**config.mk**
```make
export PLATFORM = sky130hd
export DESIGN_NAME = ifetch_prefetch
export DESIGN_NICKNAME = d
export VERILOG_FILES = /design/src/rtl/ifetch_prefetch.sv
export SDC_FILE = /design/constraint.sdc
export NUM_CORES = 1
export LEC_CHECK = 0
export ABC_AREA = 1
export BUFFER_PORTS_ARGS = -buffer_cell sky130_fd_sc_hd__buf_2
export CAP_MARGIN = 20
export CORE_UTILIZATION = 60
export DETAILED_ROUTE_END_ITERATION = 10
export GPL_TIMING_DRIVEN = 0
export HOLD_SLACK_MARGIN = 0.15
export PLACE_DENSITY = 0.83
export SLEW_MARGIN = 40
export SYNTH_ARGS = -nofsm -noshare
export SYNTH_HDL_FRONTEND = slang
export SYNTH_SLANG_ARGS = --single-unit
```
**constraint.sdc**
```tcl
create_clock -name clk -period 16.5 [get_ports clk]
set_input_delay 3.3 -clock clk [delete_from_list [all_inputs] [get_ports clk]]
set_output_delay 3.3 -clock clk [all_outputs]
set_load 0.02 [all_outputs]
```
**src/rtl/ifetch_prefetch.sv**
```systemverilog
// Pipelined instruction fetch with a credit-controlled prefetch FIFO of {pc, instr} pairs.
// Branch/jump targets are formed locally; a redirect flushes the FIFO and squashes the in-flight read.
module ifetch_prefetch #(
    parameter int unsigned       ADDR_W     = 32,
    parameter int unsigned       FIFO_DEPTH = 4,
    parameter logic [ADDR_W-1:0] RESET_PC   = '0
) (
    input  logic                          clk,
    input  logic                          reset,
    output logic                          imem_en,
    output logic [ADDR_W-1:0]             imem_addr,
    input  logic [31:0]                   imem_rdata,
    output logic                          out_valid,
    input  logic                          out_ready,
    output logic [31:0]                   out_instr,
    output logic [ADDR_W-1:0]             out_pc,
    input  logic                          is_branch,
    input  logic                          is_jump,
    input  logic [15:0]                   branch_offset,
    input  logic [25:0]                   jump_addr,
    input  logic [ADDR_W-1:0]             base_pc,
    output logic [$clog2(FIFO_DEPTH):0]   fifo_count
);

    localparam int unsigned PTR_W = $clog2(FIFO_DEPTH);
    localparam int unsigned CNT_W = PTR_W + 1;
    localparam int unsigned OCC_W = PTR_W + 2;

    logic [ADDR_W-1:0] fetch_pc_q, fetch_pc_d;
    logic              inflight_q, inflight_d;
    logic [ADDR_W-1:0] inflight_pc_q, inflight_pc_d;
    logic [PTR_W-1:0]  rd_ptr_q, rd_ptr_d;
    logic [PTR_W-1:0]  wr_ptr_q, wr_ptr_d;
    logic [CNT_W-1:0]  count_q, count_d;

    logic [ADDR_W-1:0] mem_pc_q    [FIFO_DEPTH];
    logic [31:0]       mem_instr_q [FIFO_DEPTH];

    logic              redirect, push, pop, issue;
    logic [OCC_W-1:0]  occupancy, limit;
    logic [ADDR_W-1:0] pc4, branch_tgt, jump_tgt, target;

    assign pc4        = base_pc + ADDR_W'(4);
    assign branch_tgt = pc4 + {{(ADDR_W-18){branch_offset[15]}}, branch_offset, 2'b00};

    if (ADDR_W > 28) begin : g_jump_region
        assign jump_tgt = {pc4[ADDR_W-1:28], jump_addr, 2'b00};
    end else begin : g_jump_flat
        assign jump_tgt = {jump_addr, 2'b00};
    end

    assign target   = is_jump ? jump_tgt : branch_tgt;
    assign redirect = is_branch | is_jump;

    // A slot freed by this cycle's pop is already usable as credit for a new issue.
    assign out_valid = (count_q != '0);
    assign pop       = out_valid && out_ready && !redirect;
    assign push      = inflight_q && !redirect;
    assign occupancy = OCC_W'(count_q) + OCC_W'(inflight_q);
    assign limit     = OCC_W'(FIFO_DEPTH) + OCC_W'(pop);
    assign issue     = !reset && !redirect && (occupancy < limit);

    assign imem_en    = issue;
    assign imem_addr  = fetch_pc_q;
    assign out_pc     = mem_pc_q[rd_ptr_q];
    assign out_instr  = mem_instr_q[rd_ptr_q];
    assign fifo_count = count_q;

    always_comb begin
        // NOTE: every variable gets a default first so no path leaves it unassigned (no latch).
        fetch_pc_d    = fetch_pc_q;
        inflight_d    = issue;
        inflight_pc_d = fetch_pc_q;
        rd_ptr_d      = rd_ptr_q;
        wr_ptr_d      = wr_ptr_q;
        count_d       = count_q;

        if (redirect) begin
            fetch_pc_d = target;
            rd_ptr_d   = '0;
            wr_ptr_d   = '0;
            count_d    = '0;
        end else begin
            if (issue) fetch_pc_d = fetch_pc_q + ADDR_W'(4);
            rd_ptr_d = rd_ptr_q + PTR_W'(pop);
            wr_ptr_d = wr_ptr_q + PTR_W'(push);
            count_d  = count_q + CNT_W'(push) - CNT_W'(pop);
        end
    end

    always_ff @(posedge clk) begin
        if (reset) begin
            fetch_pc_q    <= RESET_PC;
            inflight_q    <= 1'b0;
            inflight_pc_q <= '0;
            rd_ptr_q      <= '0;
            wr_ptr_q      <= '0;
            count_q       <= '0;
        end else begin
            fetch_pc_q    <= fetch_pc_d;
            inflight_q    <= inflight_d;
            inflight_pc_q <= inflight_pc_d;
            rd_ptr_q      <= rd_ptr_d;
            wr_ptr_q      <= wr_ptr_d;
            count_q       <= count_d;
        end
    end

    // NOTE: FIFO storage is not reset; count_q alone decides which entries are valid.
    always_ff @(posedge clk) begin
        if (push) begin
            mem_pc_q[wr_ptr_q]    <= inflight_pc_q;
            mem_instr_q[wr_ptr_q] <= imem_rdata;
        end
    end

endmodule
```
==> out/results.txt, run 1 <==
GP Congestion: 0.994
Resize count post-CTS: 0
Fillers: 1723
Hold Slack: 0.472 ns
Initial core utilization: 0.613
Ys async rst share: 0
Root Buffer: clkbuf_16
Final setup viols: 0
Vias in the first global route: 12800
Syn Area/Cell: 9.78 um2
Area of the multi-input gates: 0.00560 mm2
Prevailing post-synth register cell: edfxtp_1
First-pass GRT wire length: 66900 um
Final Hold Violating Endpoints: 0
DRC violations left: 0
# diodes: 0
Crit Path Class: input pin to output port
Element type at the critical path end: output port
CTS buffer count: 29
Post-synth EDFFs: 256
CTS tree: built
Top layer reached by signal wires: met4
Vias per Instance: 5.95
Clock Latency Late Sink: 0.55 ns
Setup TNS Final: 0 ns
Worst path max stage delay: 0.17 ns
Max-slew headroom: 0.516
Post-Syn Area: 0.0154 mm2
Worst VDD drop: 0.0958 mV
Initial antenna violation count: 1
Antenna Nets Post-Route: 0
Slowest-stage cell, CP: nor2_2
Crit-path leading delay family: simple AND/OR/NAND/NOR gates
Mux cell area share after synthesis: 0
Dpl hpwl: 31600 um
Leak: 7.23 nW
Initial DRC count: 1366
Num Clock Sinks: 328
Final min period: 7.93 ns
WL met2: 22500 um
Gr usage total: 0.332
Die Y: 162 um
Crit-path max FO: 9
Worst setup startpoint: is_branch
Reg2reg start: inflight_q$_SDFF_PP0_
Postcts setup bufs: 0
WL/cell: 20.1 um
Hold_buf cts: 0
Syn nets: 1734
Core area: 0.0252 mm2
Sequential fraction of the synthesis area: 0.591
WL met3: 3720 um
Part of the cycle the worst path needs: 0.480
WP data required: 13.20 ns
Drt first pass iters: 8
Met1 WL: 16000 um
Startpoint Class: input pin
Clock Path Buffers: 3
Largest family of logic cells by synthesized area: simple AND/OR/NAND/NOR gates
Max-cap viol count: 0
Status: completed
Cells after Synth: 1578
Share of layout cells above drive strength 1: 0.182
Post-Route WL: 44500 um
NumNets Final: 2016
Buffers & Inverters on Critical Path: 5
Die width: 162 um
Overflow after GRT: 0
CP Data Arrival Time: 4.63 ns
P per Cell Area: 96.0 mW/mm2
Largest net degree at the start of global routing: 20
Post-synthesis register bit count: 328
H-Tree Level Count: 1
Total power: 0.00174 W
Simple-Gate Fraction of Synth Area: 0.164
Port buffer count: 210
Worst-Margin Slew: 0.726 ns
# rows: 58
Area growth from synthesis to layout: 17.3%
Max Clock Freq: 126 MHz
RSZ-0062 raised after global routing: no
IO Pins: 212
Post-Synth Adder-Cell Area: 0.0374
Worst-path cell chain: buf_2 > inv_2 > nand2_4 > inv_4 > nand2_1 > nor2_2 > nand2_1 > nand2_2 > nand3_4 > inv_1 > buf_2
Worst min path class: register to register
Worst Clk Skew: 0.0236 ns
Post-synthesis xor/xnor area fraction: 0.0216
Post-synth cell types: 50
DR vias: 13200
Placed cell count: 2159
Compound-cell area share of the yosys netlist: 0.139
Die footprint: 0.0264 mm2
Layout Cells excl Fill: 2213
Hold Startpoint: inflight_pc_q[16]$_SDFF_PP0_
Reg-to-reg slack, setup: 14.07 ns
Final Max Tran Viols: 0
Synthesis Warnings: 0
Worst-path clk slew: 0.06 ns
Util after Layout: 0.719
FF/Latch Area: 0.00913 mm2
-- power breakdown --
| part | total (W) | leakage (nW) | internal (W) | switching, W |
|---|---|---|---|---|
| clock network | 0.000645 | 0.447 | 0.000358 | 0.000287 |
| registers | 0.000922 | 2.92 | 0.000904 | 0.0000180 |
| logic | 0.000172 | 3.86 | 0.0000587 | 0.000114 |
| total | 0.00174 | 7.23 | 0.00132 | 0.000419 |
-- cell families (layout without fill, tap and decap cells) --
| logic type | count (synthesis) | in the layout |
|---|---|---|
| simple gates | 585 | 585 |
| buf+inv | 186 | 491 |
| xor+xnor | 38 | 38 |
| compound gates | 396 | 396 |
| fa+ha+maj | 45 | 45 |
| flops | 328 | 328 |
-- cells in the mapped netlist, types with 3 or more instances --
library cell / count / share of area
nor2_1: 255 / 0.062
xnor2_1: 16 / 0.0091
clkbuf_1: 50 / 0.012
a31oi_1: 12 / 0.0049
xor2_1: 22 / 0.012
nand2_1: 193 / 0.047
buf_1: 4 / 0.00097
nand2_2: 7 / 0.0028
inv_1: 118 / 0.029
o21bai_1: 5 / 0.0024
nand4_1: 14 / 0.0057
buf_6: 3 / 0.0022
or2_2: 6 / 0.0024
nand3_1: 56 / 0.018
a21o_1: 3 / 0.0015
nor3_1: 23 / 0.0075
a21oi_1: 91 / 0.029
o22ai_1: 65 / 0.026
o21ai_1: 3 / 0.00097
ha_1: 43 / 0.035
nor2_2: 7 / 0.0028
o21ai_0: 205 / 0.066
edfxtp_1: 256 / 0.50
a211oi_1: 3 / 0.0015
dfxtp_1: 72 / 0.093
nor4_1: 8 / 0.0032
inv_2: 5 / 0.0012
-- flip-flops by register name (all words and copies together), names as in the netlist --
register       flops
mem_instr_q      128
mem_pc_q         128
imem_addr         32
inflight_pc_q     32
fifo_count         3
rd_ptr_q           2
wr_ptr_q           2
inflight_q         1
-- placed cells by master, fill, tap and decap left out, types with 8 or more instances in the layout --
cell and count:
o22ai_1 65, nor4_1 8, ha_1 43, buf_4 26
xnor2_1 16, a31oi_1 12, nor2_1 255, xor2_1 22
o21ai_0 205, clkbuf_1 60, nand2_1 193, buf_2 226
nor3_1 19, clkbuf_16 30, a21oi_1 91, nand3_1 56
nand4_1 14, inv_1 118, dfxtp_1 72, edfxtp_1 256
-- per-layer routing --
| metal | vias to the layer above | global-route usage |
|---|---|---|
| li1 | 6100 | - |
| met2 | 795 | 0.613 |
| met3 | 171 | 0.0540 |
| met1 | 6091 | 0.372 |
| met5 | - | 0 |
| met4 | 0 | 0.156 |
-- path summary, 6_finish.rpt --
kind,end,cells after the start
hold / removal,mem_pc_q[3][16]$_DFFE_PP_,0
hold reg to reg,mem_pc_q[3][16]$_DFFE_PP_,0
setup reg to reg,mem_instr_q[0][13]$_DFFE_PP_,7
setup / recovery,imem_en,11
-- metrics by stage --
| stage | instance area (um2) | setup slack (ns) |
|---|---|---|
| floorplan | 15400 | 7.69 |
| detailed placement | 17200 | 8.60 |
| global placement | 16900 | 4.45 |
| CTS | 18100 | 8.59 |
| global route | 18100 | 8.47 |
| finish | 18100 | 8.57 |
-- worst reg2reg max path: cells and delay by family, from the launching register on --
| family | cells | cell delay, ns |
|---|---|---|
| buffers and inverters | 5 | 1.13 |
| AND/OR/NAND/NOR | 2 | 0.65 |
| flip-flops | 1 | 0.35 |
-- layout make-up --
| class | instances | share of cell area |
|---|---|---|
| Buffer | 60 | 0.0140 |
| Tap cell | 330 | 0.0228 |
| Clock inverter | 9 | 0.00297 |
| Inverter | 126 | 0.0264 |
| Sequential cell | 328 | 0.504 |
| Multi-Input combinational cell | 1064 | 0.309 |
| Clock buffer | 45 | 0.0473 |
| Timing Repair Buffer | 251 | 0.0735 |
(Power assumes the default switching activity.)
==> run 2: changes to the inputs <==
Settings changed: CORE_UTILIZATION 60 to 58, PLACE_DENSITY 0.83 to 0.8.
Clock period 16.5 ns to 7.4 ns, I/O delays scaled along.
==> run 2 against run 1 <==
  * Sequential power is 120% higher
  * Cell count is 0.18% higher
  * Clock power grew to 2.5 times the previous value
  * Routed wire length is 3.3% lower
  * Critical endpoint is now out_instr[19]
  * Highest routed layer is now met5
==> out/results.txt, run 2 (same netlist as run 1, synthesis figures left out) <==
Die width: 165 um
Final min period: 4.43 ns
P per Cell Area: 223 mW/mm2
Share of layout cells above drive strength 1: 0.183
Worst Clk Skew: 0.0162 ns
Crit-path leading delay family: buffers and inverters
Vias in the first global route: 12600
Crit Path Class: register to output port
Largest net degree at the start of global routing: 20
Slowest-stage cell, CP: clkbuf_1
Root Buffer: clkbuf_16
Postcts setup bufs: 0
Max Clock Freq: 226 MHz
Worst-path clk slew: 0.06 ns
Clock Latency Late Sink: 0.54 ns
Core area: 0.0261 mm2
Util after Layout: 0.699
Worst VDD drop: 0.232 mV
DR vias: 12800
WL/cell: 19.4 um
RSZ-0062 raised after global routing: no
Area growth from synthesis to layout: 17.9%
NumNets Final: 2015
Initial antenna violation count: 2
Startpoint Class: register
Crit-path max FO: 10
Die Y: 165 um
Setup WS pre-CTS: 2.63 ns
Port buffer count: 210
R2R depth: 6
Final Max Tran Viols: 0
Grt met3 use: 0.0504
Part of the cycle the worst path needs: 0.598
Vias per Instance: 5.79
Post-Route WL: 43000 um
DRC violations left: 0
Clock Path Buffers: 3
IO Pins: 212
Number of stages on the worst hold path: 2
Worst path max stage delay: 0.49 ns
Cell mode on critical path: clkbuf_1
Hold Startpoint: imem_addr[1]$_SDFFE_PP0P_
CP Data Arrival Time: 2.95 ns
Max-slew headroom: 0.529
WP data required: 5.92 ns
Biggest regs: mem_instr_q x128, mem_pc_q x128
Leak: 7.27 nW
Final setup viols: 0
GP Congestion: 0.949
Met1 Usage GRT: 0.361
Num Clock Sinks: 328
Element type at the critical path end: output port
Dpl hpwl: 31500 um
Buffers & Inverters on Critical Path: 4
Worst min path class: register to register
Resize count post-CTS: 0
Status: completed
Final Hold Violating Endpoints: 0
Met2 Resource Use GR: 0.571
Layer with the highest usage: met2
Max-cap viol count: 0
Worst-Margin Slew: 0.707 ns
Most frequent cells in the layout: 256 x edfxtp_1, 255 x nor2_1, 234 x buf_2, 205 x o21ai_0, 193 x nand2_1
Initial DRC count: 1178
Worst setup margin: 2.97 ns
Hold_buf cts: 0
Antenna Nets Post-Route: 0
Hold EP: imem_addr[1]$_SDFFE_PP0P_
Most common cell after layout, fill and taps aside: edfxtp_1
Die footprint: 0.0273 mm2
Worst-path cell chain: clkbuf_1 > clkbuf_1 > clkbuf_1 > nor2_1 > o22ai_1 > buf_2
CTS tree: built
# rows: 59
Overflow after GRT: 0
Fillers: 1914
Initial core utilization: 0.593
First-pass GRT wire length: 64900 um
Reg2reg start: inflight_q$_SDFF_PP0_
CTS buffer count: 29
Reg-to-reg slack, setup: 5.12 ns
Capturing point of the worst reg2reg path: mem_instr_q[2][12]$_DFFE_PP_
H-Tree Level Count: 1
Gr usage total: 0.313
Drt first pass iters: 8
run 2: cell types whose count changed in the layout (fill, tap and decap cells not counted), sizes merged:
cell,change
bufinv,+6
clkbuf,-5
clkinv,-2
buf,-1
clkinvlp,+1
diode,+1
inv,-1
run 2: cell type report:
class	instances	area, um2	share of cell area
clock buffer	40	797	0.0438
sequential	328	9130	0.502
multi-input combinational	1064	5600	0.308
buffer	60	254	0.0140
antenna	1	2.50	0.000137
clock inverter	13	224	0.0123
tap	335	419	0.0230
inverter	126	478	0.0263
timing repair buffer	250	1300	0.0714
run 2: worst max path at each step:
| stage | start | to | cells past startpoint |
|---|---|---|---|
| floorplan | is_jump | mem_instr_q[0][0]$_DFFE_PP_ | 7 |
| global placement | is_jump | mem_instr_q[0][6]$_DFFE_PP_ | 7 |
| detailed placement | base_pc[2] | imem_addr[27]$_SDFFE_PP0P_ | 20 |
| CTS | rd_ptr_q[0]$_SDFF_PN0_ | out_pc[11] | 7 |
| global route | base_pc[2] | imem_addr[31]$_SDFFE_PP0P_ | 25 |
| finish | rd_ptr_q[0]$_SDFF_PN0_ | out_instr[19] | 6 |
run 2: power by group:
part | internal [W] | switching, W
logic | 0.000131 | 0.000257
clock network | 0.000963 | 0.000653
registers | 0.00202 | 0.0000404
run 2: worst reg2reg max path, delay by kind of cell (launching register included):
family	cells	cell delay (ns)
DFF	1	0.34
buffers and inverters	4	0.92
and+or+nand+nor	2	0.72
run 2: per-layer routing:
| layer | vias up | part of all wire | wire length, um |
|---|---|---|---|
| met1 | 6020 | 0.38 | 16200 |
| met3 | 118 | 0.076 | 3270 |
| li1 | 6100 | - | - |
| met4 | 2 | 0.038 | 1630 |
| met5 | - | 0.00030 | 13 |
| met2 | 591 | 0.51 | 21900 |
run 2: stage by stage:
| stage | std cells | cell area, um2 | hold WS (ns) | TNS [ns] | total power (W) |
|---|---|---|---|---|---|
| after global placement | 2123 | 16900 | 0.448 | -686.23 | 0.00246 |
| after detailed placement | 2163 | 17200 | 0.459 | 0 | 0.00247 |
| after floorplan | 1578 | 15400 | 0.438 | 0 | 0.00232 |
| after CTS | 2216 | 18200 | 0.469 | 0 | 0.00405 |
| after global routing | 2216 | 18200 | 0.499 | 0 | 0.00417 |
| final | 2217 | 18200 | 0.464 | 0 | 0.00406 |
